--- config.mk ---
export PLATFORM = sky130hd
export DESIGN_NAME = div_ctrl
export DESIGN_NICKNAME = d
export VERILOG_FILES = /design/src/rtl/div_pkg.sv /design/src/rtl/div_core.sv /design/src/rtl/div_ctrl.sv
export SDC_FILE = /design/constraint.sdc
export NUM_CORES = 1
export LEC_CHECK = 0
export ABC_CLOCK_PERIOD_IN_PS = 3600
export CELL_PAD_IN_SITES_DETAIL_PLACEMENT = 1
export CELL_PAD_IN_SITES_GLOBAL_PLACEMENT = 1
export CORE_ASPECT_RATIO = 1.1
export CORE_UTILIZATION = 44
export DETAILED_ROUTE_END_ITERATION = 10
export PLACE_DENSITY = 0.77
export REMOVE_ABC_BUFFERS = 1
export SLEW_MARGIN = 0
export SYNTH_ARGS = -nofsm -noshare
export SYNTH_HDL_FRONTEND = slang
export SYNTH_SLANG_ARGS = --single-unit
--- constraint.sdc ---
create_clock -name clk_i -period 3.6 [get_ports clk_i]
set_input_delay 0.72 -clock clk_i [delete_from_list [all_inputs] [get_ports clk_i]]
set_output_delay 0.72 -clock clk_i [all_outputs]
set_load 0.01 [all_outputs]
--- src/rtl/div_pkg.sv ---
// Shared types and default sizing for the clock-divider run controller.
package div_pkg;

    localparam int CNT_W_DFLT    = 24;
    localparam int DEF_HALF_DFLT = 12_500_000;
    localparam int BURST_W_DFLT  = 8;

    typedef enum logic [1:0] {
        IDLE  = 2'd0,
        RUN   = 2'd1,
        DRAIN = 2'd2
    } state_e;

endpackage

--- src/rtl/div_core.sv ---
// Half-period counter and square-wave generator; strobes the phase edges to
// the controller one cycle before they become visible on clk_o.
module div_core #(
    parameter int CNT_W = 24
) (
    input  logic             clk_i,
    input  logic             rst_n_i,
    input  logic             en_i,
    input  logic             restart_i,
    input  logic [CNT_W-1:0] half_i,
    output logic             clk_o,
    output logic             tick_o,
    output logic             rise_o,
    output logic             fall_o
);

    logic [CNT_W-1:0] cnt;
    logic             at_end;

    // The strobes announce the toggle that the coming edge will perform.
    assign at_end = en_i && (cnt == half_i);
    assign rise_o = at_end && !clk_o;
    assign fall_o = at_end && clk_o;

    // NOTE: sequential state uses non-blocking assignments so every register
    // samples the pre-edge values, independent of statement order.
    always_ff @(posedge clk_i or negedge rst_n_i) begin
        if (!rst_n_i) begin
            cnt    <= CNT_W'(1);
            clk_o  <= 1'b0;
            tick_o <= 1'b0;
        end else if (restart_i) begin
            cnt    <= CNT_W'(1);
            clk_o  <= 1'b0;
            tick_o <= 1'b0;
        end else if (at_end) begin
            cnt    <= CNT_W'(1);
            clk_o  <= !clk_o;
            tick_o <= !clk_o;
        end else begin
            tick_o <= 1'b0;
            if (en_i) begin
                cnt <= cnt + CNT_W'(1);
            end
        end
    end

endmodule

--- src/rtl/div_ctrl.sv ---
// Run controller: start/stop/burst FSM, burst counter and the half-period
// shadow register that is swapped in only at a rising toggle or on return to IDLE.
module div_ctrl
    import div_pkg::*;
#(
    parameter int CNT_W    = CNT_W_DFLT,
    parameter int DEF_HALF = DEF_HALF_DFLT,
    parameter int BURST_W  = BURST_W_DFLT
) (
    input  logic               clk_i,
    input  logic               rst_n_i,
    input  logic               start_i,
    input  logic               stop_i,
    input  logic [BURST_W-1:0] burst_len_i,
    input  logic               cfg_valid_i,
    input  logic [CNT_W-1:0]   cfg_half_i,
    output logic               cfg_ready_o,
    output logic               clk_o,
    output logic               tick_o,
    output logic               busy_o,
    output logic               done_o
);

    state_e             state, state_nxt;
    logic [BURST_W-1:0] bcnt;
    logic [CNT_W-1:0]   active_half;
    logic [CNT_W-1:0]   pend_half;
    logic               pend;
    logic               done_q;

    logic               rise, fall;
    logic               start_acc, going_idle;
    logic               core_en, core_restart;
    logic               cfg_xfer;
    logic [CNT_W-1:0]   cfg_val;

    assign cfg_ready_o = !pend;
    assign cfg_xfer    = cfg_valid_i && !pend;
    assign cfg_val     = (cfg_half_i == '0) ? CNT_W'(1) : cfg_half_i;
    assign busy_o      = (state != IDLE);
    assign done_o      = done_q;

    div_core #(
        .CNT_W (CNT_W)
    ) u_core (
        .clk_i     (clk_i),
        .rst_n_i   (rst_n_i),
        .en_i      (core_en),
        .restart_i (core_restart),
        .half_i    (active_half),
        .clk_o     (clk_o),
        .tick_o    (tick_o),
        .rise_o    (rise),
        .fall_o    (fall)
    );

    // NOTE: every signal driven here gets a default first, so no path through
    // the case statement can leave one unassigned and infer a latch.
    always_comb begin
        state_nxt    = state;
        start_acc    = 1'b0;
        going_idle   = 1'b0;
        core_en      = 1'b0;
        core_restart = 1'b0;

        case (state)
            IDLE: begin
                if (start_i && !stop_i) begin
                    state_nxt = RUN;
                    start_acc = 1'b1;
                end
            end
            RUN: begin
                core_en = 1'b1;
                if (fall && (bcnt == BURST_W'(1))) begin
                    state_nxt = IDLE;
                end else if (stop_i) begin
                    // A high phase already on the pin is finished, never cut short.
                    state_nxt = (clk_o && !fall) ? DRAIN : IDLE;
                end
            end
            DRAIN: begin
                core_en = 1'b1;
                if (fall) begin
                    state_nxt = IDLE;
                end
            end
            default: state_nxt = IDLE;
        endcase

        going_idle   = (state != IDLE) && (state_nxt == IDLE);
        core_restart = (state == IDLE) || (state_nxt == IDLE);
    end

    always_ff @(posedge clk_i or negedge rst_n_i) begin
        if (!rst_n_i) begin
            state <= IDLE;
            done_q <= 1'b0;
        end else begin
            state  <= state_nxt;
            done_q <= going_idle;
        end
    end

    always_ff @(posedge clk_i or negedge rst_n_i) begin
        if (!rst_n_i) begin
            bcnt <= '0;
        end else if (start_acc) begin
            bcnt <= burst_len_i;
        end else if ((state == RUN) && fall && (bcnt != '0)) begin
            bcnt <= bcnt - BURST_W'(1);
        end
    end

    // Config shadow: direct write when idle, otherwise staged until a safe boundary.
    always_ff @(posedge clk_i or negedge rst_n_i) begin
        if (!rst_n_i) begin
            active_half <= CNT_W'(DEF_HALF);
            pend_half   <= '0;
            pend        <= 1'b0;
        end else if (state == IDLE) begin
            if (cfg_xfer) begin
                active_half <= cfg_val;
            end
        end else if (going_idle) begin
            if (pend) begin
                active_half <= pend_half;
                pend        <= 1'b0;
            end else if (cfg_xfer) begin
                active_half <= cfg_val;
            end
        end else if (rise && pend) begin
            active_half <= pend_half;
            pend        <= 1'b0;
        end else if (cfg_xfer) begin
            pend_half <= cfg_val;
            pend      <= 1'b1;
        end
    end

endmodule

# Word-level counts from Yosys, hierarchy flattened
# Cells that the tools add are included.
# classes
n_addsub,2
eq_ne,4
muxes,27
bitwise,3
reduce_logical,29
# ops
operator,n
$mux W24,9
$add A24 B1 Y24 const B,1
$eq A24 B24 Y1,1
$logic_not A24 Y1,1
$mux W8,2
$logic_and A1 B1 Y1,11
$mux W1,10
$mux W2,5
$reduce_bool A3 Y1,3
$eq A8 B1 Y1 const B,1
$reduce_bool A8 Y1,1
$sub A8 B1 Y8 const B,1
$pmux W2 S3,1
$reduce_bool A2 Y1,3
$logic_not A1 Y1,4
$logic_not A2 Y1,2
$reduce_and A4 Y1,1
$not A1 Y1,3
$eq A2 B1 Y1 const B,1
$eq A2 B2 Y1 const B,1
$reduce_and A2 Y1,1
$reduce_or A2 Y1,1
$logic_or A1 B1 Y1,1
# totals
ff_bits,86
input_bits,37

# Longest topological paths before layout
# logic_depth
depth_word,15
ltp_mapped,13
mapped_depth_nobuf,10

# By module
# Synthesis repeated with hierarchy kept, for this count alone.
# hier_totals
hier_cells,604
hier_area_um2,5346.4
# modules_own_cells
mod,n_inst,cells_per_inst,area_each_um2,seq_area_each_um2
div_ctrl,1,440,3771.1,1516.5
div_core,1,164,1575.3,651.9

# Worst setup path before layout
# No wires, ideal clock.
# synth_path
path_kind,reg2reg
from,register active_half[13]
to,register pend_half[10]
arrival_time_ns,2.860
setup_slack_ns,0.613
path_stages_with_launch,11
path_buffers,2
period_less_slack_ns,2.987
path_cell_list,dfstp_2 > xnor2_1 > nand4_1 > or4_1 > buf_2 > or3_4 > and3_4 > nor3_4 > nor3b_2 > buf_2 > mux2_1
# synth_via
elab_chain_cells,13
elab_cells_between_ends,18
classes_between,eq/ne: 1; mux: 5; bitwise: 2; reduce/logical: 10
# synth_rtl
item,line,text
"start, declared",div_ctrl.sv:26,logic [CNT_W-1:0] active_half;
"start signal, assigned",div_ctrl.sv:118,active_half <= CNT_W'(DEF_HALF);
"start signal, assigned",div_ctrl.sv:123,active_half <= cfg_val;
"start signal, assigned",div_ctrl.sv:127,active_half <= pend_half;
$eq A24 B24 Y1 (*),div_core.sv:21,assign at_end = en_i && (cnt == half_i);
$logic_and A1 B1 Y1 (*),div_core.sv:21,
$logic_and A1 B1 Y1,div_core.sv:23,assign fall_o = at_end && clk_o;
$logic_not A1 Y1,div_ctrl.sv:79,state_nxt = (clk_o && !fall) ? DRAIN : IDLE;
$logic_and A1 B1 Y1,div_ctrl.sv:79,
$mux W2,div_ctrl.sv:79,
$mux W2,div_ctrl.sv:77,end else if (stop_i) begin
$mux W2,div_ctrl.sv:75,if (fall && (bcnt == BURST_W'(1))) begin
$pmux W2 S3,div_ctrl.sv:66,case (state)
$logic_not A2 Y1,div_ctrl.sv:91,going_idle = (state != IDLE) && (state_nxt == IDLE);
$logic_and A1 B1 Y1,div_ctrl.sv:91,
$not A1 Y1 (no source line),--,
$reduce_and A4 Y1 (no source line) (*),--,
"end signal, assigned",div_ctrl.sv:136,pend_half <= cfg_val;
"end, declared",div_ctrl.sv:27,logic [CNT_W-1:0] pend_half;
# Every way passes the cells marked *; elsewhere a longest branch is shown, timed or not.
# A chain may end at the register's enable or synchronous reset.

# Worst setup path after layout
# layout_path
from,register state[0]
to,register u_core.cnt[1]
# layout_via
elab_chain_cells,14
elab_cells_between_ends,21
classes_between,eq/ne: 2; mux: 9; reduce/logical: 10
# layout_rtl
item,line,text
"start, declared",div_ctrl.sv:24,"state_e state, state_nxt;"
"start signal, assigned",div_ctrl.sv:100,state <= state_nxt;
$eq A2 B1 Y1 or $eq A2 B2 Y1 (tied branches),div_ctrl.sv:66,
$reduce_or A2 Y1 (no source line),--,
$mux W1,div_ctrl.sv:66,
$logic_and A1 B1 Y1,div_core.sv:21,
$logic_and A1 B1 Y1,div_core.sv:23,
$logic_not A1 Y1,div_ctrl.sv:79,
$logic_and A1 B1 Y1,div_ctrl.sv:79,
$mux W2,div_ctrl.sv:79,
$mux W2,div_ctrl.sv:77,
$mux W2,div_ctrl.sv:75,
$pmux W2 S3,div_ctrl.sv:66,
$logic_not A2 Y1,div_ctrl.sv:92,core_restart = (state == IDLE) || (state_nxt == IDLE);
$logic_or A1 B1 Y1,div_ctrl.sv:92,
$reduce_bool A3 Y1 (no source line) or $mux W24 (tied branches),--,
"end signal, assigned",div_core.sv:43,cnt <= cnt + CNT_W'(1);
"end, declared",div_core.sv:17,logic [CNT_W-1:0] cnt;
# Several ways; a longest one is shown, not always the timed one.

==> run_results.csv <==
group,metric,value,unit
logic_synthesis,ys_seq_area_share,44.1,%
route,avgRoutedWirePerCell,21.0,microns
sta,worst_pin_slew,767,ps
floorplanning,core_area,0.0109,sq mm
clock_network,cts_buffers,9,
route,vias_per_cell,6.03,
critical_path,start_kind,"flip-flop",
route,drc,0,
global_route,grt_max_degree,59,
global_route,grt_overflow,0,
logic_synthesis,synth-edff-count,0,
route,first_pass_iters,4,
min_path,hold_class,"in2async",
logic_synthesis,netlist_area,0.00492,sq mm
logic_synthesis,yosys_warnings,0,
floorplanning,die_width,103,microns
route,final_antenna_net_count,0,
sta,rsz0062_at_grt,"false",
sta,worst_hold_slack,452,ps
final_layout,area_growth,19.8,%
logic_synthesis,synthArstFlopShare,100,%
pwr,power.total,4.48,mW
critical_path,crit_family,"simple AND/OR/NAND/NOR gates",
sta,finalCritPeriodShare,94.4,%
sta,final-setup-viol-count,0,
floorplanning,ios,42,
logic_synthesis,synth-seq-cells,86,
job,cap_violations,0,
sta,skew,9.19,ps
final_layout,stdcell_area,0.00589,sq mm
floorplanning,die-height,113,microns
clock_network,clock_latency,350,ps
clock_network,cts_tree,"built",
final_layout,final-seq-area,0.00217,sq mm
pwr,ir_drop,0.000394,V
pwr,power_density,760,mW/mm^2
final_layout,fill_cells,1227,
run_status,status,"finished clean",
logic_synthesis,avgSynthCellArea,10.5,sq um
global_route,grt_pass1_wl,22800,microns
clock_network,cts_hold_buf,0,
final_layout,multi_input_area,0.00261,sq mm
route,wl_met1,6170,microns
logic_synthesis,synth_top_area_share,37.1,%
critical_path,r2r_slack,200,ps
clock_network,cts-root-buf,"clkbuf_16",
critical_path,crit_arrival,3640,ps
final_layout,finish.utilization,54.0,%
floorplanning,fp-row-count,40,
sta,slew_viol_final,0,
route,route.met2.wl,6980,microns
route,num_vias,4016,
route,top_layer_used,"met4",
critical_path,critPathBufInv,2,
placement,dp.final_hpwl,9560,microns
clock_network,clockBufferDepth,2,
pwr,p_leak,2.36,nW
critical_path,cpPeakStageDelay,560,ps
global_route,antenna_found_initial,0,
sta,relSlewSlack,48.9,%
sta,fmax,0.294,GHz
logic_synthesis,yosysTopAreaCell,"dfrtp_1",
logic_synthesis,synth.area.top_cells,"dfrtp_1 (37%), dfstp_2 (6.9%), mux2_1 (5.5%), o221a_1 (5.0%), mux2i_1 (4.9%)",
global_route,grt_pass1_vias,4273,
logic_synthesis,synthFlopType,"dfrtp_1",
clock_network,clk_pin_slew,70,ps
critical_path,cp_max_fo,11,
logic_synthesis,synth.distinct_cells,56,
logic_synthesis,synth_common_cells,"dfrtp_1 (73), a21oi_1 (27), nand2_1 (26)",
critical_path,slowest_stage,"or4_1",
logic_synthesis,yosysMostFrequentCell,"dfrtp_1",
logic_synthesis,synthCells,470,
critical_path,crit_type,"reg2reg",
sta,hold_violations,0,
final_layout,fin_nets,558,
route,wirelength,14000,microns
final_layout,antenna_cells,0,
sta,fin_crit,3400,ps
floorplanning,die_area,0.0116,sq mm
route,wl_met3,448,microns
placement,place_area,0.00557,sq mm
clock_network,clock_sinks,86,
floorplanning,start_util,45.1,%
placement,port_buffers,41,
route,drt_iter0_drc,228,
critical_path,worst_setup_path_end_kind,"flip-flop",
global_route,grt_util_all_layers,26.0,%
critical_path,required,3840,ps
critical_path,crit_chain,"inv_1 -> ha_1 -> nand2_1 -> or4_1 -> or3_4 -> a31oi_4 -> a211o_1 -> buf_4 -> nor2_1 -> a22o_1",
clock_network,cts_max_level,3,
final_layout,drive_gt1_share,12.1,%
placement,gp_congestion,0.911,
==> worst paths after layout <==
kind / startpoint / endpoint / cells past startpoint
worst min register to register: pend_half[19]$_DFFE_PN0P_ / pend_half[19]$_DFFE_PN0P_ / 1
worst max register to register: state[0]$_DFF_PN0_ / u_core.cnt[1]$_DFFE_PN0P_ / 10
worst min-delay path: rst_n_i / active_half[9]$_DFFE_PN0P_ / 1
min in group clk_i: pend_half[19]$_DFFE_PN0P_ / pend_half[19]$_DFFE_PN0P_ / 1
worst max-delay path: state[0]$_DFF_PN0_ / u_core.cnt[1]$_DFFE_PN0P_ / 10
max in group asynchronous: rst_n_i / active_half[21]$_DFFE_PN1P_ / 2
==> cells in the final DEF, fill, tap and decap left out, drive strengths merged, types with 3 or more instances in the layout <==
cell type and n:
nor4 11, clkbuf 10, o31ai 3, o31a 3
and3 10, ha 7, o211ai 5, nor2b 3
o221a 22, a2bb2oi 21, or3 17, xnor2 19
dfrtp 73, inv 16, o21bai 3, a21oi 27
or4 9, a31oi 4, nand2 26, buf 21
xor2 13, dfstp 13, nor3 8, clkdlybuf4s50 40
nand4 8, mux2i 24, clkinv 4, o21ai 20
mux2 25, nor2 16, nand3 17
==> power breakdown <==
| part | internal [mW] | switching [mW] |
|---|---|---|
| Clock | 0.538 | 0.405 |
| Combinational | 0.881 | 0.915 |
| Sequential | 1.38 | 0.357 |
==> final cells by class <==
type / instances / share of cell area, %
inverter: 15 / 0.955
multi-input combinational: 341 / 44.3
clock buffer: 10 / 3.89
tap: 147 / 3.12
clock inverter: 6 / 1.06
sequential: 86 / 36.8
timing repair buffer: 61 / 9.89
==> per-stage QoR <==
step / setup TNS [ps] / std cells / worst slack [ps]
finish: 0 / 666 / 200
global route: 0 / 666 / 13.9
CTS: 0 / 663 / 181
detailed placement: 0 / 647 / 241
global placement: 0 / 647 / 305
floorplan: -29950 / 442 / -619
==> kinds of logic (layout without fill, tap and decap cells) <==
logic type,count (synthesis),count (layout),synth area share (%)
AND/OR/NAND/NOR,133,133,15.4
adder cells (fa/ha/maj),7,7,1.78
flip-flops,86,86,44.1
AO/OA/AOI/OAI,120,120,18.9
buffers and inverters,43,92,3.49
multiplexers,49,49,10.6
XOR/XNOR,32,32,5.70
==> layer usage <==
metal / global-route usage, % / vias up
met2: 43.0 / 80
met5: 0 / -
met3: 3.58 / 25
li1: - / 1858
met1: 34.5 / 2053
met4: 9.77 / 0
==> sequential cells by signal (all words and copies together), names as in the netlist <==
register	count
active_half	24
pend_half	24
u_core.cnt	24
bcnt	8
state	2
done_o	1
pend	1
u_core.clk_o	1
u_core.tick_o	1
==> timing repair <==
item | 4_1_cts | 5_1_grt
setup endpoints to repair | 0 | 1
gates resized for setup | 0 | 1
buffers inserted | 0 | 3
endpoints found under the hold margin | 0 | 0
(Power assumes the default switching activity.)
